<file path="src/rtl/snn_pkg.sv">
// rtl/snn_pkg.sv - shared types and defaults for the spike rate decoder (optional trace: SPIKE_TRACE_EN)
package snn_pkg;

  typedef enum logic [1:0] {
    IDLE  = 2'd0,
    COUNT = 2'd1,
    HOLD  = 2'd2
  } dec_state_t;

  localparam int DEC_NUM_CH_DEF  = 2;
  localparam int DEC_CNT_W_DEF   = 8;
  localparam int DEC_WIN_W_DEF   = 8;
  localparam int TRACE_SHIFT_DEF = 2;

endpackage

</file>
<file path="src/rtl/spike_counter_sat.sv">
// rtl/spike_counter_sat.sv - one channel: saturating spike counter with sticky sat (leaky trace under SPIKE_TRACE_EN)
module spike_counter_sat
  import snn_pkg::*;
#(
  parameter int CNT_W = DEC_CNT_W_DEF
`ifdef SPIKE_TRACE_EN
  ,
  parameter int TRACE_SHIFT = TRACE_SHIFT_DEF
`endif
) (
  input  logic             clk,
  input  logic             rst,
  input  logic             clr,
  input  logic             en,
  input  logic             spike,
  output logic [CNT_W-1:0] cnt,
  output logic             sat
`ifdef SPIKE_TRACE_EN
  ,
  output logic [CNT_W-1:0] trace
`endif
);

  localparam logic [CNT_W-1:0] CNT_MAX = '1;

  logic [CNT_W-1:0] cnt_q, cnt_d;
  logic             sat_q, sat_d;

  // Clear wins over counting; a spike arriving at full scale only marks saturation
  always_comb begin
    cnt_d = cnt_q;
    sat_d = sat_q;
    if (clr) begin
      cnt_d = '0;
      sat_d = 1'b0;
    end else if (en && spike) begin
      if (cnt_q == CNT_MAX) begin
        sat_d = 1'b1;
      end else begin
        cnt_d = cnt_q + 1'b1;
      end
    end
  end

  // Counter and sticky flag registers
  always_ff @(posedge clk) begin
    if (rst) begin
      cnt_q <= '0;
      sat_q <= 1'b0;
    end else begin
      cnt_q <= cnt_d;
      sat_q <= sat_d;
    end
  end

  assign cnt = cnt_q;
  assign sat = sat_q;

`ifdef SPIKE_TRACE_EN
  localparam logic [CNT_W:0] TRACE_INC = (CNT_W+1)'(2 ** (CNT_W - 2));

  logic [CNT_W-1:0] trace_q, trace_d;
  logic [CNT_W:0]   trace_sum;

  // Leaky integration runs in every state; one extra bit catches overflow for saturation
  always_comb begin
    trace_sum = {1'b0, trace_q} - {1'b0, (trace_q >> TRACE_SHIFT)}
              + (spike ? TRACE_INC : '0);
    trace_d   = trace_sum[CNT_W] ? CNT_MAX : trace_sum[CNT_W-1:0];
  end

  // Trace register
  always_ff @(posedge clk) begin
    if (rst) begin
      trace_q <= '0;
    end else begin
      trace_q <= trace_d;
    end
  end

  assign trace = trace_q;
`endif

endmodule

</file>
<file path="src/rtl/spike_rate_decoder.sv">
// rtl/spike_rate_decoder.sv - windowed per-channel spike counting with valid/ready readout (optional trace: SPIKE_TRACE_EN)
module spike_rate_decoder
  import snn_pkg::*;
#(
  parameter int NUM_CH = DEC_NUM_CH_DEF,
  parameter int CNT_W  = DEC_CNT_W_DEF,
  parameter int WIN_W  = DEC_WIN_W_DEF
`ifdef SPIKE_TRACE_EN
  ,
  parameter int TRACE_SHIFT = TRACE_SHIFT_DEF
`endif
) (
  input  logic                    clk,
  input  logic                    rst,
  input  logic [NUM_CH-1:0]       spike_in,
  input  logic [WIN_W-1:0]        window_len,
  input  logic                    start,
  output logic                    busy,
  output logic                    out_valid,
  input  logic                    out_ready,
  output logic [NUM_CH*CNT_W-1:0] out_counts,
  output logic [NUM_CH-1:0]       out_sat
`ifdef SPIKE_TRACE_EN
  ,
  output logic [NUM_CH*CNT_W-1:0] out_trace
`endif
);

  // Window counter is one bit wider so a zero length can stand for 2^WIN_W samples
  localparam logic [WIN_W:0] WIN_ONE = (WIN_W+1)'(1);

  dec_state_t     state_q, state_d;
  logic [WIN_W:0] win_q, win_d;
  logic           busy_q, busy_d;
  logic           valid_q, valid_d;
  logic [WIN_W:0] win_load;
  logic           cnt_clr;
  logic           cnt_en;

  assign win_load = (window_len == '0) ? {1'b1, {WIN_W{1'b0}}} : {1'b0, window_len};

  // Next-state logic: counters are cleared while idle and on the readout handshake
  always_comb begin
    state_d = state_q;
    win_d   = win_q;
    cnt_clr = 1'b0;
    cnt_en  = 1'b0;
    case (state_q)
      IDLE: begin
        cnt_clr = 1'b1;
        if (start) begin
          state_d = COUNT;
          win_d   = win_load;
        end
      end
      COUNT: begin
        cnt_en = 1'b1;
        win_d  = win_q - WIN_ONE;
        if (win_q == WIN_ONE) begin
          state_d = HOLD;
        end
      end
      HOLD: begin
        if (out_ready) begin
          cnt_clr = 1'b1;
          if (start) begin
            state_d = COUNT;
            win_d   = win_load;
          end else begin
            state_d = IDLE;
          end
        end
      end
      default: begin
        state_d = IDLE;
        cnt_clr = 1'b1;
      end
    endcase
    busy_d  = (state_d != IDLE);
    valid_d = (state_d == HOLD);
  end

  // FSM state, window counter and registered status outputs
  always_ff @(posedge clk) begin
    if (rst) begin
      state_q <= IDLE;
      win_q   <= '0;
      busy_q  <= 1'b0;
      valid_q <= 1'b0;
    end else begin
      state_q <= state_d;
      win_q   <= win_d;
      busy_q  <= busy_d;
      valid_q <= valid_d;
    end
  end

  assign busy      = busy_q;
  assign out_valid = valid_q;

  for (genvar i = 0; i < NUM_CH; i++) begin : g_ch
    spike_counter_sat #(
      .CNT_W(CNT_W)
`ifdef SPIKE_TRACE_EN
      ,
      .TRACE_SHIFT(TRACE_SHIFT)
`endif
    ) u_cnt (
      .clk  (clk),
      .rst  (rst),
      .clr  (cnt_clr),
      .en   (cnt_en),
      .spike(spike_in[i]),
      .cnt  (out_counts[i*CNT_W +: CNT_W]),
      .sat  (out_sat[i])
`ifdef SPIKE_TRACE_EN
      ,
      .trace(out_trace[i*CNT_W +: CNT_W])
`endif
    );
  end

endmodule

</file>
<file path="config.mk">
export PLATFORM = sky130hd
export DESIGN_NAME = spike_rate_decoder
export DESIGN_NICKNAME = d
export VERILOG_FILES = /design/src/rtl/snn_pkg.sv /design/src/rtl/spike_counter_sat.sv /design/src/rtl/spike_rate_decoder.sv
export SDC_FILE = /design/constraint.sdc
export NUM_CORES = 1
export LEC_CHECK = 0
export CORE_MARGIN = 2
export CORE_UTILIZATION = 32
export DETAILED_ROUTE_END_ITERATION = 8
export PLACE_DENSITY = 0.64
export SLEW_MARGIN = 30
export SYNTH_ARGS = -nofsm -noshare
export SYNTH_HDL_FRONTEND = slang
export SYNTH_SLANG_ARGS = --single-unit
</file>
<file path="constraint.sdc">
create_clock -name clk -period 3.12 [get_ports clk]
set_input_delay 0.624 -clock clk [delete_from_list [all_inputs] [get_ports clk]]
set_output_delay 0.624 -clock clk [all_outputs]
set_load 0.1 [all_outputs]
</file>
==> impl_metrics.csv <==
group,metric,value,unit
sta,fin_crit,2.04,ns
sta,setup_viol,0,
cts,cts_tree,"yes",
logic_synthesis,ys_seq_elements,31,
logic_synthesis,synth_xor_area_frac,0.0381,
placed_design,hpwl,2500,µm
run_status,status,"finished clean",
critical_path,crit_arrival,2.27,ns
sta,fin_setup_tns,0,ns
floorplanning,core_region_area,0.00479,mm²
logic_synthesis,syn_area,0.00161,mm²
cts,postCtsSetupBuffers,0,
global_route,grt_max_degree,18,
sta,final_max_slew_viol_count,0,
cells_and_area,final_cell_mix,"31 x dfxtp_1, 23 x nor2_1, 22 x buf_4",
floorplanning,start_util,0.336,
logic_synthesis,synthAdderAreaFrac,0.0311,
floorplanning,die_w,74.9,µm
pwr,power_frac_seq,0.462,
pwr,p_leak,0.000765,µW
cts,clk_latency,0.28,ns
logic_synthesis,synth.area.mux_share,0.0187,
pwr,vdd_drop_max,258,µV
logic_synthesis,synthCells,191,
logic_synthesis,syn_nets,209,
logic_synthesis,postSynthAreaPerCell,8.42,µm²
logic_synthesis,async_flop_share,0,
critical_path,crit_required,3.35,ns
cells_and_area,final_common_cell,"dfxtp_1",
logic_synthesis,synth_ff_type,"dfxtp_1",
floorplanning,io_pins,34,
worst_hold_path,worstHoldPathType,"flip-flop to flip-flop",
cells_and_area,synthToLayoutAreaGrowth,25.8,%
routing,drc,0,
global_route,grt_pass1_vias,1296,
cts,numCtsBuffers,5,
cts,cts_root_buffer,"clkbuf_8",
floorplanning,rows,25,
cells_and_area,nets,240,
logic_synthesis,yosys_warnings,0,
cts,clk_pin_slew_worst_paths,0.07,ns
critical_path,setup.worst_path.start_class,"input pin",
pwr,p_sw_frac,0.275,
routing,routed_via_density,5.03,
global_route,antenna_found_initial,0,
routing,antenna_left,0,
sta,rsz0062_at_grt,"no",
critical_path,max_stage_delay,0.49,ns
run,cap_violations,0,
pwr,p_sw,256,µW
global_route,grt_pass1_wl,6000,µm
logic_synthesis,post_synth_and_or_nand_nor_area_fraction,0.256,
sta,tightestPinTransition,0.627,ns
cells_and_area,drive_gt1_frac,0.143,
routing,drtPass1Iterations,4,
cells_and_area,fin_cells,290,
floorplanning,die_h,74.9,µm
critical_path,crit_chain,"clkdlybuf4s50_1, or3b_1, a21o_1, or4_1, nand2_1",
sta,max_freq,489,MHz
logic_synthesis,synth_compound_area_frac,0.224,
placed_design,place.gp.congestion,0.767,
cells_and_area,diodes,0,
logic_synthesis,synth_edf_count,0,
critical_path,crit_fanout,3,
cts,htree_levels,2,
cts,cts_hold_buf,0,
global_route,overflow,0,
pwr,pwr_density_cell,461,mW/mm²
pwr,combPwrFrac,0.163,
placed_design,portBuffers,33,
cts,clock-sinks,31,
floorplanning,dieArea,0.00561,mm²
sta,timing.hold.ws,0.475,ns
logic_synthesis,synth_top_family_by_area,"simple AND/OR/NAND/NOR gates",
critical_path,endpoint_kind,"flip-flop",
global_route,grtUsageTotal,0.142,
routing,routed_wl,3630,µm
routing,vias,1460,
pwr,p_int,676,µW
routing,first_iter_violations,108,
sta,slew_headroom,0.578,
critical_path,crit_slowest_cell,"or4_1",
logic_synthesis,synth_cell_types,43,
logic_synthesis,ys_seq_area_frac,0.386,
sta,finalCritPeriodShare,0.655,
placed_design,dp.cells,282,
cts,clock_path_buffers,2,
sta,finClkSkew,0.00604,ns
pwr,power.share.clock,0.375,
sta,timing_hold_violations_final,0,
cts,post_cts_resized,0,
routing,wl_per_cell,12.5,µm
critical_path,critical_path_class,"input pin to flip-flop",
## registers in the layout, indices dropped and copies added, names as in the netlist
register,flops
win_q,9
out_valid,1
busy,1
g_ch.u_cnt.sat,2
state_q,2
g_ch.u_cnt.cnt,16
## metrics by stage
stage	util	worst slack (ns)	total power, µW	area (µm²)
6_report	0.423	1.08	932	2020
5_1_grt	0.423	1.03	976	2020
4_1_cts	0.423	1.08	939	2020
3_5_place_dp	0.402	0.791	589	1920
3_3_place_gp	0.402	0.806	589	1920
2_1_floorplan	-	0.833	549	1610
## area by class of cell
type	instances	area [µm²]
Sequential cell	31	621
Multi-Input combinational cell	146	913
Timing Repair Buffer	35	295
Tap cell	67	83.8
Clock buffer	8	100
Inverter	3	11.3
Fill cell	500	2760
## logic make-up (layout without fill, tap and decap cells)
| logic type | Yosys count | after routing |
|---|---|---|
| simple gates | 75 | 75 |
| flops | 31 | 31 |
| buf+inv | 14 | 46 |
| compound gates | 57 | 57 |
| xor+xnor | 7 | 7 |
| fa+ha+maj | 4 | 4 |
| mux | 3 | 3 |
## synthesized netlist by cell type (all sizes together), types with 4 or more instances
library cell / count / area (µm²)
a211oi: 7 / 52.6
a21o: 5 / 37.5
a21oi: 19 / 95.1
buf: 5 / 41.3
clkbuf: 6 / 22.5
dfxtp: 31 / 621
ha: 4 / 50.1
nand2: 9 / 33.8
nand3: 7 / 35.0
nor2: 23 / 86.3
o211ai: 5 / 37.5
o21ai: 12 / 60.1
or3: 4 / 25.0
xor2: 6 / 52.6
## critical path: cells and delay by family
family | cells | cell delay, ns
simple gates | 3 | 0.98
buf+inv | 1 | 0.46
compound gates | 1 | 0.21
## power groups by stage
| stage | Sequential [µW] | Clock, µW | Combinational [µW] |
|---|---|---|---|
| CTS | 430 | 357 | 152 |
| finish | 430 | 350 | 152 |
| global route | 433 | 373 | 169 |
| floorplan | 447 | 0 | 102 |
| global placement | 439 | 0 | 151 |
| detailed placement | 438 | 0 | 151 |
## path summary, 6_finish.rpt
| path | endpoint | slack (ns) | from | cells after the start |
|---|---|---|---|---|
| max | g_ch[1].u_cnt.cnt[4] | 1.08 | out_ready | 5 |
| min | g_ch[0].u_cnt.sat | 0.48 | g_ch[0].u_cnt.sat | 2 |
| max reg2reg | g_ch[1].u_cnt.cnt[4] | 1.26 | state_q[0] | 4 |
| min reg2reg | g_ch[0].u_cnt.sat | 0.48 | g_ch[0].u_cnt.sat | 2 |
## metal layers
layer | up-vias | track usage | share of wire
met5 | - | 0 | 0
met3 | 5 | 0.0281 | 0.034
met4 | 0 | 0.0853 | 0.022
met2 | 28 | 0.204 | 0.45
met1 | 661 | 0.194 | 0.50
li1 | 766 | - | -
No activity file was read; power rests on OpenSTA's default activity.
